$ cat src/rtl/lsu_port_b.sv
// lsu_port_b: load/store unit between the core memory stage and port B of the
// dual-port data RAM. One byte/half/word access at a time with alignment check,
// sign/zero extension of load data, and read-modify-write for partial stores
// outside lane 0 (the RAM only takes write masks 0001, 0011 and 1111).
//
// Ports:
//   clk, rst_i                  clock, async active-high reset
//   req_valid_i / req_ready_o   request handshake (ready only in IDLE)
//   req_we_i, req_size_i, req_unsigned_i, req_addr_i, req_wdata_i  request
//   rsp_valid_o, rsp_rdata_o, rsp_err_o                           response pulse
//   mem_addr_o, mem_en_o, mem_we_o, mem_wdata_o, mem_rdata_i      RAM port B
module lsu_port_b #(
    parameter bit MISALIGN_ERR = 1'b1
) (
    input  logic        clk,
    input  logic        rst_i,
    input  logic        req_valid_i,
    output logic        req_ready_o,
    input  logic        req_we_i,
    input  logic [1:0]  req_size_i,
    input  logic        req_unsigned_i,
    input  logic [31:0] req_addr_i,
    input  logic [31:0] req_wdata_i,
    output logic        rsp_valid_o,
    output logic [31:0] rsp_rdata_o,
    output logic        rsp_err_o,
    output logic [31:0] mem_addr_o,
    output logic        mem_en_o,
    output logic [3:0]  mem_we_o,
    output logic [31:0] mem_wdata_o,
    input  logic [31:0] mem_rdata_i
);

    typedef enum logic [2:0] {IDLE, LOAD, STORE, RMW_RD, RMW_WR, RESP} state_t;

    localparam logic [1:0] SZ_B = 2'b00;
    localparam logic [1:0] SZ_H = 2'b01;
    localparam logic [1:0] SZ_W = 2'b10;

    state_t      state;
    logic        we_q;
    logic [1:0]  size_q;
    logic        uns_q;
    logic [31:0] addr_q;
    logic [31:0] wdata_q;
    logic [31:0] rmw_q;
    logic        ready_q;
    logic        rsp_valid_q;
    logic        rsp_err_q;
    logic [31:0] rsp_rdata_q;

    // Request decode (IDLE only): error, aligned address, lane-0 store.
    logic        req_err;
    logic [31:0] req_addr_al;
    logic        req_lane0;

    always_comb begin
        req_err     = (req_size_i == 2'b11);
        req_addr_al = req_addr_i;
        if (MISALIGN_ERR) begin
            if (req_size_i == SZ_H && req_addr_i[0])          req_err = 1'b1;
            if (req_size_i == SZ_W && req_addr_i[1:0] != 2'b00) req_err = 1'b1;
        end else begin
            // Misaligned requests are silently snapped to natural alignment.
            if (req_size_i == SZ_H) req_addr_al[0]   = 1'b0;
            if (req_size_i == SZ_W) req_addr_al[1:0] = 2'b00;
        end
        req_lane0 = (req_size_i == SZ_W)
                 || (req_size_i == SZ_B && req_addr_al[1:0] == 2'b00)
                 || (req_size_i == SZ_H && !req_addr_al[1]);
    end

    // Lane extraction and extension of load data.
    function automatic logic [31:0] load_ext(input logic [31:0] rd, input logic [1:0] sz,
                                             input logic uns, input logic [1:0] lane);
        logic [7:0]  b;
        logic [15:0] h;
        logic [31:0] r;
        case (lane)
            2'd0:    b = rd[7:0];
            2'd1:    b = rd[15:8];
            2'd2:    b = rd[23:16];
            default: b = rd[31:24];
        endcase
        h = lane[1] ? rd[31:16] : rd[15:0];
        case (sz)
            SZ_B:    r = uns ? {24'd0, b} : {{24{b[7]}}, b};
            SZ_H:    r = uns ? {16'd0, h} : {{16{h[15]}}, h};
            default: r = rd;
        endcase
        return r;
    endfunction

    // Merge of new byte/half into the word captured in RMW_RD. Only non-lane-0
    // partial stores get here, so a half always lands in the upper lane.
    logic [31:0] merged;
    always_comb begin
        merged = rmw_q;
        if (size_q == SZ_B) begin
            case (addr_q[1:0])
                2'd0:    merged[7:0]   = wdata_q[7:0];
                2'd1:    merged[15:8]  = wdata_q[7:0];
                2'd2:    merged[23:16] = wdata_q[7:0];
                default: merged[31:24] = wdata_q[7:0];
            endcase
        end else begin
            merged[31:16] = wdata_q[15:0];
        end
    end

    // Port-B decode. State resets asynchronously, so these drop immediately
    // on rst_i, aborting any in-flight write.
    always_comb begin
        mem_en_o    = 1'b0;
        mem_we_o    = 4'b0000;
        mem_wdata_o = 32'd0;
        mem_addr_o  = 32'd0;
        case (state)
            LOAD, RMW_RD: begin
                mem_en_o   = 1'b1;
                mem_addr_o = {addr_q[31:2], 2'b00};
            end
            STORE: begin
                mem_en_o    = 1'b1;
                mem_addr_o  = {addr_q[31:2], 2'b00};
                mem_wdata_o = wdata_q;
                case (size_q)
                    SZ_W:    mem_we_o = 4'b1111;
                    SZ_H:    mem_we_o = 4'b0011;
                    default: mem_we_o = 4'b0001;
                endcase
            end
            RMW_WR: begin
                mem_en_o    = 1'b1;
                mem_addr_o  = {addr_q[31:2], 2'b00};
                mem_we_o    = 4'b1111;
                mem_wdata_o = merged;
            end
            default: ;
        endcase
    end

    always_ff @(posedge clk or posedge rst_i) begin
        if (rst_i) begin
            state       <= IDLE;
            we_q        <= 1'b0;
            size_q      <= 2'b00;
            uns_q       <= 1'b0;
            addr_q      <= 32'd0;
            wdata_q     <= 32'd0;
            rmw_q       <= 32'd0;
            ready_q     <= 1'b0;
            rsp_valid_q <= 1'b0;
            rsp_err_q   <= 1'b0;
            rsp_rdata_q <= 32'd0;
        end else begin
            case (state)
                IDLE: begin
                    // Ready rises one cycle after reset release.
                    ready_q <= 1'b1;
                    if (req_valid_i && ready_q) begin
                        ready_q <= 1'b0;
                        we_q    <= req_we_i;
                        size_q  <= req_size_i;
                        uns_q   <= req_unsigned_i;
                        addr_q  <= req_addr_al;
                        wdata_q <= req_wdata_i;
                        if (req_err) begin
                            state       <= RESP;
                            rsp_valid_q <= 1'b1;
                            rsp_err_q   <= 1'b1;
                        end else if (!req_we_i) begin
                            state <= LOAD;
                        end else if (req_lane0) begin
                            state <= STORE;
                        end else begin
                            state <= RMW_RD;
                        end
                    end
                end
                LOAD: begin
                    rsp_rdata_q <= load_ext(mem_rdata_i, size_q, uns_q, addr_q[1:0]);
                    rsp_valid_q <= 1'b1;
                    state       <= RESP;
                end
                STORE, RMW_WR: begin
                    rsp_valid_q <= 1'b1;
                    state       <= RESP;
                end
                RMW_RD: begin
                    rmw_q <= mem_rdata_i;
                    state <= RMW_WR;
                end
                RESP: begin
                    rsp_valid_q <= 1'b0;
                    rsp_err_q   <= 1'b0;
                    rsp_rdata_q <= 32'd0;
                    ready_q     <= 1'b1;
                    state       <= IDLE;
                end
                default: state <= IDLE;
            endcase
        end
    end

    assign req_ready_o = ready_q;
    assign rsp_valid_o = rsp_valid_q;
    assign rsp_err_o   = rsp_err_q;
    assign rsp_rdata_o = rsp_rdata_q;

endmodule

$ cat config.mk
export PLATFORM = sky130hd
export DESIGN_NAME = lsu_port_b
export DESIGN_NICKNAME = d
export VERILOG_FILES = /design/src/rtl/lsu_port_b.sv
export SDC_FILE = /design/constraint.sdc
export NUM_CORES = 1
export LEC_CHECK = 0
export ABC_AREA = 1
export BUFFER_PORTS_ARGS = -buffer_cell sky130_fd_sc_hd__buf_2
export CAP_MARGIN = 15
export CORE_ASPECT_RATIO = 0.7
export CORE_MARGIN = 5
export CORE_UTILIZATION = 51
export CTS_CLUSTER_SIZE = 30
export DETAILED_ROUTE_END_ITERATION = 10
export HOLD_SLACK_MARGIN = 0.05
export PLACE_DENSITY = 0.88
export SLEW_MARGIN = 0
export SYNTH_ARGS = -nofsm -noshare
export SYNTH_HDL_FRONTEND = slang
export SYNTH_SLANG_ARGS = --single-unit
$ cat constraint.sdc
create_clock -name clk -period 10.91 [get_ports clk]
set_input_delay 0.5455 -clock clk [delete_from_list [all_inputs] [get_ports clk]]
set_output_delay 0.5455 -clock clk [all_outputs]
set_load 0.02 [all_outputs]
# Yosys cells after proc, flatten, opt, wreduce, memory -nomap -nowiden
# Cells that the tools add are included.
[totals]
register_bits = 137
input_bits = 103
output_inout_bits = 104
word_cells = 77
[op_classes]
n_eq_ne = 14
muxes = 30
reduce_logical = 23
[op_table]
columns = ["operator", "count"]
rows = [
  ["one-hot mux 32 bit (2 select lines)", 3],
  ["two-way mux 32 bit", 3],
  ["two-way mux 16 bit", 3],
  ["two-way mux 8 bit", 4],
  ["one-hot mux 8 bit (3 select lines)", 1],
  ["one-hot mux 4 bit (2 select lines)", 2],
  ["one-hot mux 3 bit (3 select lines)", 1],
  ["== test 2 bit (second input constant)", 4],
  ["zero test 2 bit", 4],
  ["two-way mux 1 bit", 7],
  ["== test 2 x 1 -> 1 bit (second input constant)", 3],
  ["== test 3 x 2 -> 1 bit (second input constant)", 2],
  ["== test 3 bit (second input constant)", 2],
  ["two-way mux 3 bit", 2],
  ["AND reduction 3 bit", 2],
  ["nonzero test 2 bit", 3],
  ["OR reduction 3 bit", 2],
  ["logical AND 1 bit", 5],
  ["inequality test 2 bit (second input constant)", 2],
  ["one-hot mux 1 bit (2 select lines)", 2],
  ["OR reduction 4 bit", 1],
  ["== test 3 x 1 -> 1 bit (second input constant)", 1],
  ["zero test 3 bit", 1],
  ["one-hot mux 1 bit (3 select lines)", 1],
  ["other kinds (5)", 6],
]

# Longest topological paths before layout
[depth]
word_depth = 9
mapped_depth = 11
ltp_nobuf = 9

# Worst setup path before layout
# No wires, ideal clock.
[synth_path]
kind = "register -> output"
from = "register size_q[0]"
to = "output mem_wdata_o[13]"
t_arrival_ns = 1.612
t_required_ns = 10.365
setup_slack_ns = 8.753
path_stages_with_launch = 10
cell_sequence = "dfrtp_1 -> inv_1 -> ha_1 -> inv_2 -> nor2_1 -> nand2_1 -> clkbuf_1 -> a21oi_1 -> o21ai_0 -> o21ai_0"
[synth_via]
elab_chain_len = 3
[synth_rtl]
columns = ["item", "line", "source"]
rows = [
  ["from (decl)", "42", "logic [1:0] size_q;"],
  ["from (signal assigned)", "164", "size_q <= req_size_i;"],
  ["zero test 2 bit", "99", "if (size_q == SZ_B) begin"],
  ["two-way mux 16 bit", "99", ""],
  ["one-hot mux 32 bit (2 select lines)", "118", "case (state)"],
  ["to (decl)", "30", "output logic [31:0] mem_wdata_o,"],
]
# No other way between the ends.

# Worst setup path after layout
[layout_path]
from = "register state[1]"
to = "output mem_addr_o[21]"
[layout_via]
elab_chain_len = 3
[layout_rtl]
columns = ["item", "line", "source"]
rows = [
  ["from (decl)", "40", "state_t state;"],
  ["from (signal assigned)", "145", "state <= IDLE;"],
  ["from (signal assigned)", "169", "state <= RESP;"],
  ["from (signal assigned)", "173", "state <= LOAD;"],
  ["== test 3 x 1 -> 1 bit, or another cell as far along", "118", ""],
  ["OR reduction 4 bit (no line) *", "-", ""],
  ["two-way mux 32 bit *", "118", ""],
  ["to (decl)", "27", "output logic [31:0] mem_addr_o,"],
]
# Mark *: on every way between the ends. The rest lies on a longest branch, timed or not.

==> results.sh <==
export IMPL_outcome="completed"
export IMPL_clock_skew_ns=0.0107
export IMPL_slew_headroom_pct=25.4
export IMPL_rows=35
export IMPL_port_buffers=204
export IMPL_fill_cells=1163
export IMPL_clk_latency_ns=0.42
export IMPL_ys_flop_type="dfrtp_1"
export IMPL_synth_top_area_cell="dfrtp_1"
export IMPL_drive_gt1_share_pct=22.7
export IMPL_setup_tns_ns=0
export IMPL_r2r_end="rsp_rdata_o[12]$_DFFE_PP0P_"
export IMPL_dpl_hpwl_um=15600
export IMPL_start_util_pct=52.2
export IMPL_post_cts_buffers=0
export IMPL_multi_input_area_um2=2780
export IMPL_max_cap_violations=0
export IMPL_synthCells=929
export IMPL_cts_root_buf="clkbuf_16"
export IMPL_irDropWorstVdd_uv=186
export IMPL_routed_via_density=5.30
export IMPL_die_h_um=107
export IMPL_first_pass_iters=6
export IMPL_postRouteWirelength_um=21100
export IMPL_rrSetupSlack_ns=8.05
export IMPL_synthTopCellsByArea="dfrtp_1, nand2_1, o21ai_0"
export IMPL_antenna_found_initial=2
export IMPL_h_tree_depth=4
export IMPL_endpoint_kind="primary output"
export IMPL_grt_max_degree=136
export IMPL_clkTransAtPathRegs_ns=0.06
export IMPL_dp_cells=1273
export IMPL_hold_class="in2async"
export IMPL_grt_usage_pct=26.8
export IMPL_nNetsFinal=1213
export IMPL_finalNonFillerCells=1305
export IMPL_first_global_vias=6621
export IMPL_place_area_um2=7950
export IMPL_synth_seq_area_share_pct=49.8
export IMPL_clock_sinks=137
export IMPL_crit_path_start_kind="flip-flop"
export IMPL_synthArstFlopShare_pct=100
export IMPL_final_common_cell="nand2_1"
export IMPL_synth_cell_area_um2=6880
export IMPL_worst_pin_slew_ns=1.12
export IMPL_wire_per_inst_um=16.2
export IMPL_drc_errors=0
export IMPL_syn2layout_area_growth_pct=23.8
export IMPL_overflow=0
export IMPL_path_class="reg2out"
export IMPL_die_area_um2=16000
export IMPL_synth_warnings=0
export IMPL_powerDensity_nw_per_um2=324
export IMPL_cts_hold_buf=0
export IMPL_fin_crit_sh_pct=34.7
export IMPL_max_freq_mhz=264
export IMPL_worst_ep_required_time_ns=10.36
export IMPL_p_leak_nw=4.61
export IMPL_final_area_um2=8520
export IMPL_synth_distinct_cells=28
export IMPL_cts_buffer_depth=2
export IMPL_worstRegToRegCells=9
export IMPL_synth_edf_count=0
export IMPL_vias=6915
export IMPL_io_pins=207
export IMPL_mostFrequentLayoutCells="nand2_1, buf_2, o21ai_0"
export IMPL_grt_pass1_wl_um=33400
export IMPL_worstPathArrival_ns=3.24
export IMPL_drv_slew=0
export IMPL_rsz0062_at_grt="no"
export IMPL_core_area_um2=13200
export IMPL_finalSetupViolations=0
export IMPL_ant_nets=0
export IMPL_antenna_cells=0
export IMPL_drt_iter0_markers=693
export IMPL_synth_area_per_cell_um2=7.41
export IMPL_finalCriticalPeriod_ns=3.78
export IMPL_tritoncts="yes"
export IMPL_numCtsBuffers=17
export IMPL_crit_reg2reg_launch="size_q[0]$_DFFE_PP0P_"
export IMPL_layout_area_seq_um2=3430
export IMPL_ys_ff_latch=137
export IMPL_cts_repair_resized=0
export IMPL_globalplace_congestion=0.982
export IMPL_total_power_mw=2.76
export IMPL_hold_violations=0
export IMPL_die_w_um=149
export IMPL_crit_start="state[1]$_DFFE_PP0P_"
export IMPL_synth_top_area_share_pct=49.8
export IMPL_crit_path_max_fanout=34
area by class of cell:
| type | count | area share (%) |
|---|---|---|
| flip-flops and latches | 137 | 40.3 |
| multi-input cells | 623 | 32.7 |
| repair buffers | 207 | 12.3 |
| inverters | 121 | 5.39 |
| clock buffers | 19 | 5.32 |
| well taps | 185 | 2.72 |
| clock inverters | 13 | 1.38 |
where the power goes:
group / switching [mW] / total, mW / internal [mW]
clock: 0.231 / 0.557 / 0.327
sequential: 0.110 / 0.844 / 0.734
combinational: 0.959 / 1.36 / 0.396
metal layers:
| layer | part of all wire (%) | vias up | global-route usage (%) |
|---|---|---|---|
| li1 | - | 3285 | - |
| met1 | 43 | 3185 | 38.4 |
| met5 | 0.13 | - | 0 |
| met3 | 12 | 48 | 9.76 |
| met4 | 1.8 | 4 | 7.77 |
| met2 | 43 | 393 | 38.2 |
worst max-delay path, stage by stage, from the launching register on:
cell and delay (ns):
dfrtp_1 0.39, inv_1 0.10, nand2_1 0.81, nor2_4 0.23, nor3_4 0.97, nor2_1 0.09
buf_2 0.21
per-stage QoR:
stage | setup slack, ns | utilization, % | hold slack [ns]
3_5_place_dp | 7.56 | 60.3 | 0.459
2_1_floorplan | 6.70 | - | 0.442
4_1_cts | 7.09 | 64.6 | 0.263
5_1_grt | 6.81 | 64.6 | 0.310
6_report | 7.13 | 64.6 | 0.243
3_3_place_gp | 7.65 | 60.3 | 0.456
cells in the mapped netlist (all sizes together) (8+ instances only):
library cell,instances
dfrtp,137
o21ai,158
nand3,21
buf,26
nand2,297
o22ai,11
clkbuf,23
o211ai,8
a21oi,50
inv,118
nor2,66
state kept, by name (all words and copies together) (netlist names):
| signal | cells |
|---|---|
| rmw_q | 32 |
| rsp_rdata_o | 32 |
| rsp_err_o | 1 |
| addr_q | 32 |
| size_q | 2 |
| rsp_valid_o | 1 |
| wdata_q | 32 |
| req_ready_o | 1 |
| uns_q | 1 |
| state | 3 |
how the worst max path moves through the flow:
| stage | slack (ns) | cells past startpoint | to |
|---|---|---|---|
| 2_1_floorplan | 6.70 | 1 | addr_q[0]$_DFFE_PP0P_ |
| 3_3_place_gp | 7.65 | 6 | mem_en_o |
| 3_5_place_dp | 7.56 | 6 | mem_addr_o[17] |
| 4_1_cts | 7.09 | 6 | mem_addr_o[24] |
| 5_1_grt | 6.81 | 6 | mem_addr_o[28] |
| 6_report | 7.13 | 6 | mem_addr_o[21] |
logic make-up after synthesis:
group           after synthesis  share of synthesized area, %
compound gates              230                          17.3
simple gates                388                          22.2
other cells                   1                        0.0545
buf+inv                     170                          10.1
flops                       137                          49.8
fa+ha+maj                     3                         0.546
Note: power is estimated with default switching activity, not from simulation.
